### src/rtl/spi_reg_bridge_if.sv
// rtl/spi_reg_bridge_if.sv - byte stream and register bus bundle for spi_reg_bridge
//
// Groups the SPI slave byte stream and the register bus between the bridge
// and its neighbours.
//   master : the bridge itself (consumes RX bytes, drives TX load and register bus)
//   slave  : the surrounding logic (SPI slave + register file)
// Signals:
//   RX_DV / RX_Byte      byte-valid pulse and byte from the SPI slave
//   TX_DV / TX_Byte      load pulse and byte to the SPI slave
//   Reg_Addr             register address, holds between strobes
//   Reg_Wr / Reg_WData   1-cycle write strobe and its data
//   Reg_Rd / Reg_RData   1-cycle read strobe; read data valid the following cycle

interface spi_reg_bridge_if #(
  parameter int ADDR_WIDTH = 7
);
  logic                  RX_DV;
  logic [7:0]            RX_Byte;
  logic                  TX_DV;
  logic [7:0]            TX_Byte;
  logic [ADDR_WIDTH-1:0] Reg_Addr;
  logic                  Reg_Wr;
  logic [7:0]            Reg_WData;
  logic                  Reg_Rd;
  logic [7:0]            Reg_RData;

  modport master (
    input  RX_DV, RX_Byte, Reg_RData,
    output TX_DV, TX_Byte, Reg_Addr, Reg_Wr, Reg_WData, Reg_Rd
  );

  modport slave (
    output RX_DV, RX_Byte, Reg_RData,
    input  TX_DV, TX_Byte, Reg_Addr, Reg_Wr, Reg_WData, Reg_Rd
  );
endinterface

### src/rtl/spi_reg_bridge.sv
// rtl/spi_reg_bridge.sv - SPI byte stream to register bus command decoder
//
// Decodes each chip-select framed SPI transaction into register reads and
// writes with address auto-increment. Byte0 = {RW, ADDR}; RW=1 reads.
// Ports:
//   i_Clk       clock shared with the SPI slave
//   i_Rst_L     asynchronous active-low reset
//   i_SPI_CS_n  raw chip select, synchronised here
//   bus         spi_reg_bridge_if master: RX stream in, TX load out, register bus
//   o_Busy      high whenever the decoder is not idle

module spi_reg_bridge #(
  parameter int         ADDR_WIDTH  = 7,
  parameter logic [7:0] STATUS_BYTE = 8'hA5
) (
  input  logic              i_Clk,
  input  logic              i_Rst_L,
  input  logic              i_SPI_CS_n,
  spi_reg_bridge_if.master  bus,
  output logic              o_Busy
);

  typedef enum logic [2:0] {
    S_IDLE,
    S_CMD,
    S_WRITE,
    S_RD_ISSUE,
    S_RD_CAPTURE,
    S_READ
  } state_t;

  localparam logic [ADDR_WIDTH-1:0] ADDR_ONE = {{(ADDR_WIDTH-1){1'b0}}, 1'b1};

  state_t                state_q, state_d;
  logic                  cs_meta_q, cs_sync_q, cs_prev_q;
  logic [ADDR_WIDTH-1:0] ptr_q, ptr_d;
  logic [ADDR_WIDTH-1:0] reg_addr_q, reg_addr_d;
  logic [7:0]            wdata_q, wdata_d;
  logic [7:0]            tx_byte_q, tx_byte_d;
  logic                  tx_dv_q, tx_dv_d;
  logic                  wr_q, wr_d;
  logic                  rd_q, rd_d;
  logic                  cs_fall, cs_rise;
  logic [ADDR_WIDTH-1:0] cmd_addr;

  // Edge register sits behind the 2-flop synchroniser; all flops idle high.
  assign cs_fall  = cs_prev_q & ~cs_sync_q;
  assign cs_rise  = ~cs_prev_q & cs_sync_q;
  assign cmd_addr = bus.RX_Byte[ADDR_WIDTH-1:0];

  always_ff @(posedge i_Clk or negedge i_Rst_L) begin
    if (!i_Rst_L) begin
      state_q    <= S_IDLE;
      cs_meta_q  <= 1'b1;
      cs_sync_q  <= 1'b1;
      cs_prev_q  <= 1'b1;
      ptr_q      <= '0;
      reg_addr_q <= '0;
      wdata_q    <= '0;
      tx_byte_q  <= '0;
      tx_dv_q    <= 1'b0;
      wr_q       <= 1'b0;
      rd_q       <= 1'b0;
    end else begin
      state_q    <= state_d;
      cs_meta_q  <= i_SPI_CS_n;
      cs_sync_q  <= cs_meta_q;
      cs_prev_q  <= cs_sync_q;
      ptr_q      <= ptr_d;
      reg_addr_q <= reg_addr_d;
      wdata_q    <= wdata_d;
      tx_byte_q  <= tx_byte_d;
      tx_dv_q    <= tx_dv_d;
      wr_q       <= wr_d;
      rd_q       <= rd_d;
    end
  end

  always_comb begin
    state_d    = state_q;
    ptr_d      = ptr_q;
    reg_addr_d = reg_addr_q;
    wdata_d    = wdata_q;
    tx_byte_d  = tx_byte_q;
    tx_dv_d    = 1'b0;
    wr_d       = 1'b0;
    rd_d       = 1'b0;

    case (state_q)
      S_IDLE: begin
        if (cs_fall) begin
          tx_dv_d   = 1'b1;
          tx_byte_d = STATUS_BYTE;
          state_d   = S_CMD;
        end
      end

      S_CMD: begin
        if (bus.RX_DV) begin
          ptr_d = cmd_addr;
          if (bus.RX_Byte[7]) begin
            // A read is only launched if the frame is not ending this cycle.
            if (!cs_rise) begin
              reg_addr_d = cmd_addr;
              rd_d       = 1'b1;
            end
            state_d = S_RD_ISSUE;
          end else begin
            state_d = S_WRITE;
          end
        end
      end

      S_WRITE: begin
        if (bus.RX_DV) begin
          wr_d       = 1'b1;
          wdata_d    = bus.RX_Byte;
          reg_addr_d = ptr_q;
          tx_dv_d    = 1'b1;
          tx_byte_d  = bus.RX_Byte;
          ptr_d      = ptr_q + ADDR_ONE;
        end
      end

      // rd_q is high for exactly this state; read data arrives next cycle.
      S_RD_ISSUE: begin
        state_d = S_RD_CAPTURE;
      end

      S_RD_CAPTURE: begin
        tx_dv_d   = ~cs_rise;
        tx_byte_d = bus.Reg_RData;
        ptr_d     = ptr_q + ADDR_ONE;
        state_d   = S_READ;
      end

      // Dummy byte value is ignored; it only paces the prefetch of the next register.
      S_READ: begin
        if (bus.RX_DV && !cs_rise) begin
          reg_addr_d = ptr_q;
          rd_d       = 1'b1;
          state_d    = S_RD_ISSUE;
        end
      end

      default: state_d = S_IDLE;
    endcase

    if (cs_rise) begin
      state_d = S_IDLE;
    end
  end

  assign bus.TX_DV     = tx_dv_q;
  assign bus.TX_Byte   = tx_byte_q;
  assign bus.Reg_Addr  = reg_addr_q;
  assign bus.Reg_Wr    = wr_q;
  assign bus.Reg_WData = wdata_q;
  assign bus.Reg_Rd    = rd_q;
  assign o_Busy        = (state_q != S_IDLE);

endmodule

### src/flat_wrapper.sv
// flat-port wrapper written by rule: the top's interface ports become plain ports
module spi_reg_bridge_flat 
#(
  parameter int         ADDR_WIDTH  = 7,
  parameter logic [7:0] STATUS_BYTE = 8'hA5
)
  (i_Clk, i_Rst_L, i_SPI_CS_n, o_Busy, bus_RX_DV, bus_RX_Byte, bus_Reg_RData, bus_TX_DV, bus_TX_Byte, bus_Reg_Addr, bus_Reg_Wr, bus_Reg_WData, bus_Reg_Rd);
  spi_reg_bridge_if #(.ADDR_WIDTH(ADDR_WIDTH)) bus_i ();
  input  logic i_Clk;
  input  logic i_Rst_L;
  input  logic i_SPI_CS_n;
  output logic o_Busy;
  input wire logic [$bits(bus_i.RX_DV)-1:0] bus_RX_DV;
  input wire logic [$bits(bus_i.RX_Byte)-1:0] bus_RX_Byte;
  input wire logic [$bits(bus_i.Reg_RData)-1:0] bus_Reg_RData;
  output wire logic [$bits(bus_i.TX_DV)-1:0] bus_TX_DV;
  output wire logic [$bits(bus_i.TX_Byte)-1:0] bus_TX_Byte;
  output wire logic [$bits(bus_i.Reg_Addr)-1:0] bus_Reg_Addr;
  output wire logic [$bits(bus_i.Reg_Wr)-1:0] bus_Reg_Wr;
  output wire logic [$bits(bus_i.Reg_WData)-1:0] bus_Reg_WData;
  output wire logic [$bits(bus_i.Reg_Rd)-1:0] bus_Reg_Rd;
  assign bus_i.RX_DV = bus_RX_DV;
  assign bus_i.RX_Byte = bus_RX_Byte;
  assign bus_i.Reg_RData = bus_Reg_RData;
  assign bus_TX_DV = bus_i.TX_DV;
  assign bus_TX_Byte = bus_i.TX_Byte;
  assign bus_Reg_Addr = bus_i.Reg_Addr;
  assign bus_Reg_Wr = bus_i.Reg_Wr;
  assign bus_Reg_WData = bus_i.Reg_WData;
  assign bus_Reg_Rd = bus_i.Reg_Rd;
  spi_reg_bridge #(.ADDR_WIDTH(ADDR_WIDTH), .STATUS_BYTE(STATUS_BYTE)) u_core (.i_Clk(i_Clk), .i_Rst_L(i_Rst_L), .i_SPI_CS_n(i_SPI_CS_n), .bus(bus_i), .o_Busy(o_Busy));
endmodule
### config.mk
export PLATFORM = sky130hd
export DESIGN_NAME = spi_reg_bridge_flat
export DESIGN_NICKNAME = d
export VERILOG_FILES = /design/src/rtl/spi_reg_bridge_if.sv /design/src/rtl/spi_reg_bridge.sv /design/src/flat_wrapper.sv
export SDC_FILE = /design/constraint.sdc
export NUM_CORES = 1
export LEC_CHECK = 0
export ABC_AREA = 1
export BUFFER_PORTS_ARGS = -buffer_cell sky130_fd_sc_hd__buf_2
export CAP_MARGIN = 10
export CORE_MARGIN = 2
export CORE_UTILIZATION = 47
export CTS_BUF_LIST = sky130_fd_sc_hd__clkbuf_8 sky130_fd_sc_hd__clkbuf_16
export CTS_CLUSTER_DIAMETER = 100
export DETAILED_ROUTE_END_ITERATION = 7
export HOLD_SLACK_MARGIN = 0.1
export MAX_ROUTING_LAYER = met4
export PLACE_DENSITY = 0.78
export SLEW_MARGIN = 20
export SYNTH_ARGS = -nofsm -noshare
export SYNTH_HDL_FRONTEND = slang
export SYNTH_SLANG_ARGS = --single-unit
### constraint.sdc
create_clock -name i_Clk -period 2.2 [get_ports i_Clk]
set_input_delay 0.11 -clock i_Clk [delete_from_list [all_inputs] [get_ports i_Clk]]
set_output_delay 0.11 -clock i_Clk [all_outputs]
set_load 0.005 [all_outputs]
==> out/results.ini, run 1 <==
[outcome]
status = completed

[worst_hold_path]
hold_class = input port to flop
hp-start = bus_RX_DV
whs_path_depth = 3

[floorplan]
die_height_um = 69.1
die_x_um = 69.1
fp-row-count = 23
start_util = 0.494
dieArea_um2 = 4770
coreArea_um2 = 4030
ios = 47

[logic_synthesis]
ys_seq_area_frac = 0.492
avgSynthCellArea_um2 = 7.51
ys.warnings.count = 0
ys_top_cells_by_count = 115 x nand2_1, 36 x dfrtp_1, 28 x o21ai_0
yosysMostFrequentCell = nand2_1
yosysUniqueCellTypes = 24
synth_flop_cell = dfrtp_1
synth_top_area_share = 0.453
synth_edf_count = 0
syn-num-nets = 286
yosys.area.top_type = dfrtp_1
syn_inst = 265
synth-seq-cells = 39
ys_top_cells_by_area = dfrtp_1 45%, nand2_1 22%, o21ai_0 7.0%
syn-cell-area_um2 = 1990
async_reset_ff_frac = 1.00

[detailed_routing]
wl_per_cell_um = 12.9
drtPass1Iterations = 4
drt_wl_total_mm = 4.76
met2_length_mm = 2.23
drc = 0
vias = 1871
via_per_inst = 5.07
wl_met1_mm = 2.16
ant_nets = 0
drt_iter0_markers = 180
top_layer_used = met4
met3_length_um = 292

[setup_path]
crit_path_start_kind = flop
critical_path_depth = 8
crit_path_frequent_cell = nand2_1
cp_data_required_time_ns = 2.40
crit_path_max_fanout = 9
path_cells = nor2_2, nand2_1, nand2_1, nor2_1, nor2_4, inv_2, nand2_1, nand2_1
critPathBufInv = 1
r2r-start = u_core.state_q[0]
path_class = flop to flop
startpoint = u_core.state_q[0]
reg2reg_depth = 8
crit_slowest_cell = dfrtp_1
cp_top_family = simple AND/OR/NAND/NOR gates
worstPathArrival_ns = 1.79
max_stage_delay_ns = 0.47
end_kind = flop

[sta]
final.setup_skew_ns = 0.0113
hold_ws_ns = 0.118
grt_setup_unrepaired = false
period_share = 0.724
hold_violations = 0
relSlewSlack = 0.432
fin_crit_ns = 1.59
fmax_ghz = 0.628
setup_viol = 0
setup_tns_ns = 0
worst_slew_pin_slew_ns = 0.851
drv_slew = 0

[finish]
instances_no_fill = 369
num_antenna_cells = 0
nNetsFinal = 339
utilization = 0.599
drive_gt1_frac = 0.235
synthToLayoutAreaGrowth_pct = 21.2

[grt]
grt_pass1_vias = 1793
antenna_found_initial = 0
grt_max_degree = 40
grt_first_pass_wirelength_mm = 8.20
overflow = 0
grt_use_total = 0.220

[cts]
cts_setup_buffers = 0
cts_htree_levels = 2
cts_tree = done
cts-resized-gates = 0
cts_hold_buffers = 2
cts.sinks = 39
clockRootBuffer = clkbuf_8
clock_latency_ns = 0.30
path_clk_slew_ns = 0.08
cts_buffers = 5
clock_path_buffers = 2

[placed_design]
io_buffers = 46
dp.cells = 359
hpwl_mm = 3.55
routabilityCongestion = 0.898

[power_and_ir_drop]
power.leakage_nw = 1.36
finalPower_mw = 3.34
ir_worst_vdd_mv = 0.449
powerDensity_nw_per_um2 = 1380

[flow_run]
max-cap-violations = 0

layout by cell type, fill, tap and decap left out, types with 2 or more instances in the layout:
| cell | count |
|---|---|
| nand2_1 | 115 |
| buf_2 | 46 |
| dfrtp_1 | 36 |
| o21ai_0 | 28 |
| nand3_1 | 27 |
| inv_1 | 21 |
| nor2_1 | 7 |
| clkbuf_8 | 6 |
| inv_2 | 4 |
| nor2_2 | 4 |
| buf_4 | 3 |
| dfstp_2 | 3 |
| nand2_2 | 2 |
| nor2_4 | 2 |
| xnor2_1 | 2 |
| dlygate4sd3_1 | 2 |
cell type report:
cell class              instances  area (um2)
clock buffers                   6        82.6
repair buffers                 51         273
clock inverters                 2        35.0
well taps                      50        62.6
multi-input cells             196         886
fillers                       365        1620
flip-flops and latches         39         980
inverters                      25        93.8
metrics by stage:
stage / setup WS [ns] / cell area, um2
floorplan: 0.860 / 1990
global placement: 0.665 / 2270
detailed placement: 0.616 / 2270
CTS: 0.603 / 2410
global route: 0.440 / 2410
finish: 0.608 / 2410
routing by layer:
layer	global-route usage	vias up
met5	-	-
met4	0.0893	0
met3	0.0497	10
met2	0.344	71
met1	0.277	847
li1	-	943
path summary, 6_finish.rpt:
| kind | to | slack [ns] |
|---|---|---|
| setup / recovery | u_core.ptr_q[5] | 0.61 |
| hold / removal | u_core.bus.Reg_Rd | 0.12 |
| setup reg to reg | u_core.ptr_q[5] | 0.61 |
| hold reg to reg | u_core.cs_sync_q | 0.36 |
| max in group asynchronous | u_core.bus.Reg_Addr[6] | 1.21 |
| min in group asynchronous | u_core.ptr_q[1] | 0.46 |
power breakdown:
part / internal (mW) / switching (mW) / total, mW
combinational: 0.561 / 0.922 / 1.48
sequential: 1.01 / 0.223 / 1.23
clock: 0.367 / 0.258 / 0.625
registers in the layout (all words and copies together), names as in the netlist:
register,count
u_core.bus.Reg_Wr,1
u_core.bus.TX_Byte,8
u_core.cs_prev_q,1
u_core.bus.Reg_Addr,7
u_core.bus.Reg_WData,8
u_core.bus.Reg_Rd,1
u_core.ptr_q,7
u_core.state_q,3
u_core.bus.TX_DV,1
u_core.cs_meta_q,1
u_core.cs_sync_q,1
cells by family (layout without fill, tap and decap cells):
kind of cell	after synthesis	in the layout	synth area share
AOI/OAI and AO/OA	32	32	0.0842
xor gates and xnor gates	2	2	0.00880
adders and majority gates	1	1	0.00628
buffers and inverters	30	84	0.0628
DFF	39	39	0.492
and+or+nand+nor	161	161	0.346
worst reg2reg max path, delay by kind of cell, from the launching register on:
family                 cells  cell delay (ns)
and+or+nand+nor            7             0.93
DFF                        1             0.47
buffers and inverters      1             0.10
(Power assumes the default switching activity.)
==> run 2: changes to the inputs <==
--- a/config.mk
+++ b/config.mk
@@ -15,7 +15,7 @@
 export DETAILED_ROUTE_END_ITERATION = 7
 export HOLD_SLACK_MARGIN = 0.1
 export MAX_ROUTING_LAYER = met4
-export PLACE_DENSITY = 0.78
+export PLACE_DENSITY = 0.81
 export SLEW_MARGIN = 20
 export SYNTH_ARGS = -nofsm -noshare
 export SYNTH_HDL_FRONTEND = slang
==> constraint.sdc (replaced) <==
create_clock -name i_Clk -period 1.4 [get_ports i_Clk]
set_input_delay 0.07 -clock i_Clk [delete_from_list [all_inputs] [get_ports i_Clk]]
set_output_delay 0.07 -clock i_Clk [all_outputs]
set_load 0.005 [all_outputs]
==> out/results.ini, run 2 (synthesis results as in run 1) <==
[outcome]
status = complete, but fails checks
failed_checks = setup timing

[floorplan]
dieArea_um2 = 4770  ; unchanged
start_util = 0.494  ; unchanged
coreArea_um2 = 4030  ; unchanged
die_height_um = 69.1  ; unchanged
ios = 47  ; unchanged
die_x_um = 69.1  ; unchanged
fp-row-count = 23  ; unchanged

[detailed_routing]
wl_per_cell_um = 14.4  ; +12%
vias = 2120  ; +13%
drtPass1Iterations = 6  ; +2
drt_iter0_markers = 166  ; -7.8%
drc = 0  ; unchanged
ant_nets = 0  ; unchanged
drt_wl_total_mm = 5.75  ; +21%
via_per_inst = 5.31  ; +4.8%

[finish]
drive_gt1_frac = 0.367  ; +0.132
final_common_cell = nand2_1
fillCellCount = 323  ; -12%
layout_common_cells = 101 x nand2_1, 46 x buf_2, 33 x dfrtp_1
nNetsFinal = 369  ; +8.8%
instances_no_fill = 399  ; +8.1%
num_antenna_cells = 0  ; unchanged
synthToLayoutAreaGrowth_pct = 40.4

[sta]
grt_setup_unrepaired = true
fin_crit_ns = 1.42  ; -0.177 ns
final.setup_skew_ns = 0.00402  ; -0.00728 ns
period_share = 1.01  ; +0.287
worst_slew_pin_slew_ns = 0.475  ; -0.377 ns
setup_viol = 2  ; +2
fmax_ghz = 0.707  ; +12%
fin_ws_ns = -0.0151  ; -0.623 ns
drv_slew = 0  ; unchanged
hold_violations = 0  ; unchanged
relSlewSlack = 0.683  ; +0.251

[setup_path]
startpoint = u_core.state_q[1]
r2r-end = u_core.ptr_q[3]
rrSetupSlack_ns = -0.02  ; -0.62 ns
worstPathArrival_ns = 1.60  ; -0.19 ns
r2r-start = u_core.state_q[1]
path_class = flop to flop
end_kind = flop
cp_data_required_time_ns = 1.58  ; -0.82 ns
reg2reg_depth = 8  ; unchanged
crit_path_max_fanout = 8  ; -1
crit_path_start_kind = flop

[cts]
clock_latency_ns = 0.29  ; about the same
cts_buffers = 5  ; unchanged
clockRootBuffer = clkbuf_8
clock_path_buffers = 2  ; unchanged
path_clk_slew_ns = 0.08  ; about the same
cts_tree = done
cts_htree_levels = 2  ; unchanged
cts.sinks = 39  ; unchanged

[worst_hold_path]
hold_class = input port to flop
hp-start = bus_Reg_RData[5]
hold_end = u_core.bus.TX_Byte[5]
whs_path_depth = 5  ; +2

[power_and_ir_drop]
power_frac_comb = 0.532  ; +0.088
power.leakage_nw = 1.51  ; +11%
p_switching_mw = 2.57  ; +83%
ir_worst_vdd_mv = 0.879  ; +96%
powerDensity_nw_per_um2 = 2100  ; +52%
p_seq_frac = 0.334  ; -0.035
p_clk_frac = 0.134  ; -0.053
cellInternalPower_mw = 3.29  ; +70%
switching_share = 0.438  ; +0.0182

[grt]
grt_use_total = 0.242  ; +0.0222
antenna_found_initial = 0  ; unchanged
grt_max_degree = 21  ; -48%
grt_pass1_vias = 1984  ; +11%
overflow = 0  ; unchanged
grt_first_pass_wirelength_mm = 9.05  ; +10%

[placed_design]
io_buffers = 46  ; unchanged
routabilityCongestion = 0.922  ; +2.6%
hpwl_mm = 3.87  ; +9.0%
dp.cells = 377  ; +5.0%
pre_cts_slack_ns = -0.0283  ; -0.644 ns

[flow_run]
max-cap-violations = 0  ; unchanged

## run 2: cell types whose count changed in the layout (fill, tap and decap cells not counted), moves of 4 or more
cell | previous run | this run
o21ai_1 | 0 | 6
dlygate4sd3_1 | 2 | 9
nand3_2 | 1 | 8
o21ai_0 | 28 | 22
nand2_2 | 2 | 12
nand2_4 | 0 | 4
nand3_1 | 27 | 20
nand2_1 | 115 | 101
nor2_4 | 2 | 7
buf_4 | 3 | 21
## run 2: how the worst max path moves through the flow
stage                                         to  slack, ns  depth (start not counted)
after global routing       u_core.bus.TX_Byte[0]      -0.08                          8
after detailed placement         u_core.ptr_q[3]      -0.03                          8
after global placement           u_core.ptr_q[3]       0.03                          8
after floorplan                  u_core.ptr_q[5]       0.06                          9
after CTS                 u_core.bus.Reg_Addr[1]     0.0008                          8
final                            u_core.ptr_q[3]      -0.02                          8
## run 2: power groups by stage
stage	Sequential (mW)	Clock, mW	Combinational, mW
after floorplan	1.90	0	1.59
after global placement	1.90	0	2.56
after detailed placement	1.92	0	2.66
after CTS	1.92	0.805	2.76
after global routing	2.01	0.862	3.45
final	1.96	0.784	3.12
## run 2: timing repair
action | in CTS | in global routing
hold buffers | 9 | 0
cloned | 1 | 0
endpoints found under the setup margin | 19 | 27
gates resized for setup | 8 | 42
endpoints found under the hold margin | 45 | 0
pin swaps | 2 | 15
setup buffers | 0 | 4
## run 2: metrics by stage
stage / cell area, um2 / power, mW / hold WS [ns] / setup TNS (ns) / util
floorplan: 1990 / 3.50 / -0.226 / 0 / -
CTS: 2640 / 5.48 / 0.103 / 0 / 0.654
finish: 2790 / 5.86 / 0.104 / -0.0164 / 0.693
global placement: 2420 / 4.46 / 0.0507 / 0 / 0.601
global route: 2790 / 6.32 / 0.142 / -0.951 / 0.693
detailed placement: 2420 / 4.58 / 0.0595 / -0.163 / 0.601
## run 2: final cells by class
class | count | area (um2) | share of cell area
inverters | 25 | 97.6 | 0.0349
flip-flops and latches | 39 | 983 | 0.352
clock inverters | 2 | 12.5 | 0.00448
well taps | 50 | 62.6 | 0.0224
clock buffers | 6 | 82.6 | 0.0296
multi-input cells | 197 | 1020 | 0.366
repair buffers | 80 | 532 | 0.190
## run 2: layer usage
layer	part of all wire	GRT usage	routed length (um)	vias up
li1	-	-	-	1009
met1	0.41	0.311	2330	980
met2	0.49	0.379	2830	109
met3	0.074	0.0439	425	22
met4	0.028	0.100	159	0
met5	0	-	0	-
## run 2: critical path, cell delays in order (launching register included)
cell and delay, ns:
dfrtp_2 0.48, nor2_4 0.18, nand2_2 0.09, nand2_2 0.11, inv_1 0.15, nand2_1 0.10
nand2_1 0.06, nand2_1 0.08, nand2_1 0.06
==> run 3: changes to the inputs <==
--- a/config.mk
+++ b/config.mk
@@ -8,14 +8,16 @@
 export ABC_AREA = 1
 export BUFFER_PORTS_ARGS = -buffer_cell sky130_fd_sc_hd__buf_2
 export CAP_MARGIN = 10
+export CELL_PAD_IN_SITES_DETAIL_PLACEMENT = 1
+export CELL_PAD_IN_SITES_GLOBAL_PLACEMENT = 1
 export CORE_MARGIN = 2
-export CORE_UTILIZATION = 47
+export CORE_UTILIZATION = 34
 export CTS_BUF_LIST = sky130_fd_sc_hd__clkbuf_8 sky130_fd_sc_hd__clkbuf_16
 export CTS_CLUSTER_DIAMETER = 100
 export DETAILED_ROUTE_END_ITERATION = 7
 export HOLD_SLACK_MARGIN = 0.1
 export MAX_ROUTING_LAYER = met4
-export PLACE_DENSITY = 0.81
+export PLACE_DENSITY = 0.82
 export SLEW_MARGIN = 20
 export SYNTH_ARGS = -nofsm -noshare
 export SYNTH_HDL_FRONTEND = slang
==> out/results.ini, run 3 (synthesis results as in run 1) <==
[outcome]
status = complete, but fails checks
failed_checks = setup timing

[finish]
layout_common_cells = 97 x nand2_1, 46 x buf_2, 33 x dfrtp_1
num_antenna_cells = 0  ; unchanged
nNetsFinal = 369  ; unchanged
drive_gt1_frac = 0.407  ; +0.0401
final_common_cell = nand2_1
final_area_um2 = 2950  ; +5.7%
synthToLayoutAreaGrowth_pct = 48.3

[cts]
cts_tree = done
cts_htree_levels = 2  ; unchanged
path_clk_slew_ns = 0.09  ; about the same
cts_buffers = 5  ; unchanged
clock_path_buffers = 2  ; unchanged
clockRootBuffer = clkbuf_8
clock_latency_ns = 0.30  ; about the same
cts.sinks = 39  ; unchanged

[placed_design]
io_buffers = 46  ; unchanged
hpwl_mm = 4.67  ; +21%
pre_cts_slack_ns = -0.108  ; -0.0802 ns
dpl_cell_area_um2 = 2420  ; unchanged
routabilityCongestion = 0.796  ; -14%

[floorplan]
fp-row-count = 27  ; +17%
die_height_um = 80.5  ; +17%
ios = 47  ; unchanged
dieArea_um2 = 6480  ; +36%
start_util = 0.357  ; -0.137
coreArea_um2 = 5570  ; +38%
die_x_um = 80.5  ; +17%

[power_and_ir_drop]
p_seq_frac = 0.287  ; -0.047
powerDensity_nw_per_um2 = 2380  ; +14%
cellInternalPower_mw = 3.85  ; +17%
ir_worst_vdd_mv = 0.949  ; +7.9%
p_clk_frac = 0.163  ; +0.029
power.leakage_nw = 1.58  ; +4.6%
power_frac_comb = 0.551  ; +0.019
switching_share = 0.452  ; +0.0139
finalPower_mw = 7.04  ; +20%
p_switching_mw = 3.18  ; +24%

[setup_path]
end_kind = flop
r2r-start = u_core.state_q[2]
crit_path_start_kind = flop
crit_slowest_cell = dfrtp_2
reg2reg_depth = 8  ; unchanged
rrSetupSlack_ns = -0.24  ; -0.22 ns
worstPathArrival_ns = 1.88  ; +0.28 ns
path_cells = nor2_4, nand2_2, buf_6, nand2_4, nand2_1, nand2_1, nand3_1, nand2_1
crit_path_frequent_cell = nand2_1
max_stage_delay_ns = 0.50  ; +0.02 ns
crit_path_max_fanout = 19  ; +11
path_class = flop to flop
cp_data_required_time_ns = 1.64  ; +0.06 ns
r2r-end = u_core.bus.Reg_Addr[2]

[worst_hold_path]
whs_path_depth = 5  ; unchanged
hold_end = u_core.bus.TX_Byte[2]
hp-start = bus_Reg_RData[2]
hold_class = input port to flop

[grt]
antenna_found_initial = 0  ; unchanged
grt_first_pass_wirelength_mm = 11.7  ; +29%
grt_pass1_vias = 2306  ; +16%
overflow = 0  ; unchanged
grt_use_total = 0.242  ; -0.000435
grt_max_degree = 40  ; +90%

[detailed_routing]
vias = 2317  ; +9.3%
ant_nets = 0  ; unchanged
via_per_inst = 5.50  ; +3.6%
wl_per_cell_um = 20.5  ; +42%
drt_iter0_markers = 205  ; +23%
drc = 0  ; unchanged
drtPass1Iterations = 4  ; -2
drt_wl_total_mm = 8.64  ; +50%

[sta]
hold_violations = 0  ; unchanged
period_share = 1.17  ; +0.158
worst_slew_pin_slew_ns = 0.503  ; +0.0280 ns
fin_crit_ns = 1.64  ; +0.221 ns
fmax_ghz = 0.611  ; -13%
grt_setup_unrepaired = true
relSlewSlack = 0.665  ; -0.0186
fin_ws_ns = -0.236  ; -0.221 ns
setup_viol = 26  ; +24
drv_slew = 0  ; unchanged
final.setup_skew_ns = 0.00925  ; +0.00522 ns

[flow_run]
max-cap-violations = 0  ; unchanged

## run 3: cell type report
| type | instances | area (um2) |
|---|---|---|
| clock inverters | 3 | 63.8 |
| repair buffers | 81 | 533 |
| inverters | 25 | 105 |
| well taps | 72 | 90.1 |
| multi-input cells | 196 | 1110 |
| flip-flops and latches | 39 | 983 |
| clock buffers | 5 | 68.8 |
| fillers | 693 | 2620 |
## run 3: how the worst max path moves through the flow
stage / from / endpoint / slack (ns) / cells after the start
6_report: u_core.state_q[2] / u_core.bus.Reg_Addr[2] / -0.24 / 8
5_1_grt: u_core.state_q[2] / u_core.bus.Reg_Addr[2] / -0.25 / 8
4_1_cts: u_core.state_q[1] / u_core.ptr_q[3] / 0.004 / 8
3_5_place_dp: u_core.cs_prev_q / u_core.bus.Reg_Addr[2] / -0.11 / 8
3_3_place_gp: u_core.cs_prev_q / u_core.bus.Reg_Addr[5] / -0.03 / 8
2_1_floorplan: u_core.state_q[1] / u_core.ptr_q[5] / 0.06 / 9
## run 3: per-stage QoR
step	instances	utilization	hold WS, ns	TNS, ns
CTS	415	0.487	0.101	0
global route	421	0.530	0.142	-3.68
detailed placement	397	0.435	0.163	-1.15
floorplan	265	-	-0.226	0
global placement	397	0.435	0.153	-0.307
finish	421	0.530	0.116	-2.43
## run 3: power by group through the flow
stage	logic, mW	registers [mW]	clock network (mW)
global route	4.20	2.05	1.20
global placement	2.59	1.91	0
finish	3.87	2.02	1.15
CTS	3.06	1.96	1.14
detailed placement	2.73	1.95	0
floorplan	1.59	1.90	0
## run 3: timing repair
item	4_1_cts	5_1_grt
pin swaps	6	25
hold buffers	4	0
resized for setup	25	55
buffers inserted	6	6
endpoints found under the hold margin	39	0
setup endpoints to repair	19	26
## run 3: worst max-delay path, delay by kind of cell (launching register included)
| kind | cells | cell delay (ns) |
|---|---|---|
| buffers and inverters | 1 | 0.19 |
| and+or+nand+nor | 7 | 0.87 |
| DFF | 1 | 0.50 |
## run 3: layer usage
metal  part of all wire  GRT usage  vias up
met4              0.050     0.0898        0
met2               0.49      0.415      117
met5                  0          -        -
met3              0.057     0.0281       42
li1                   -          -     1011
met1               0.40      0.293     1147
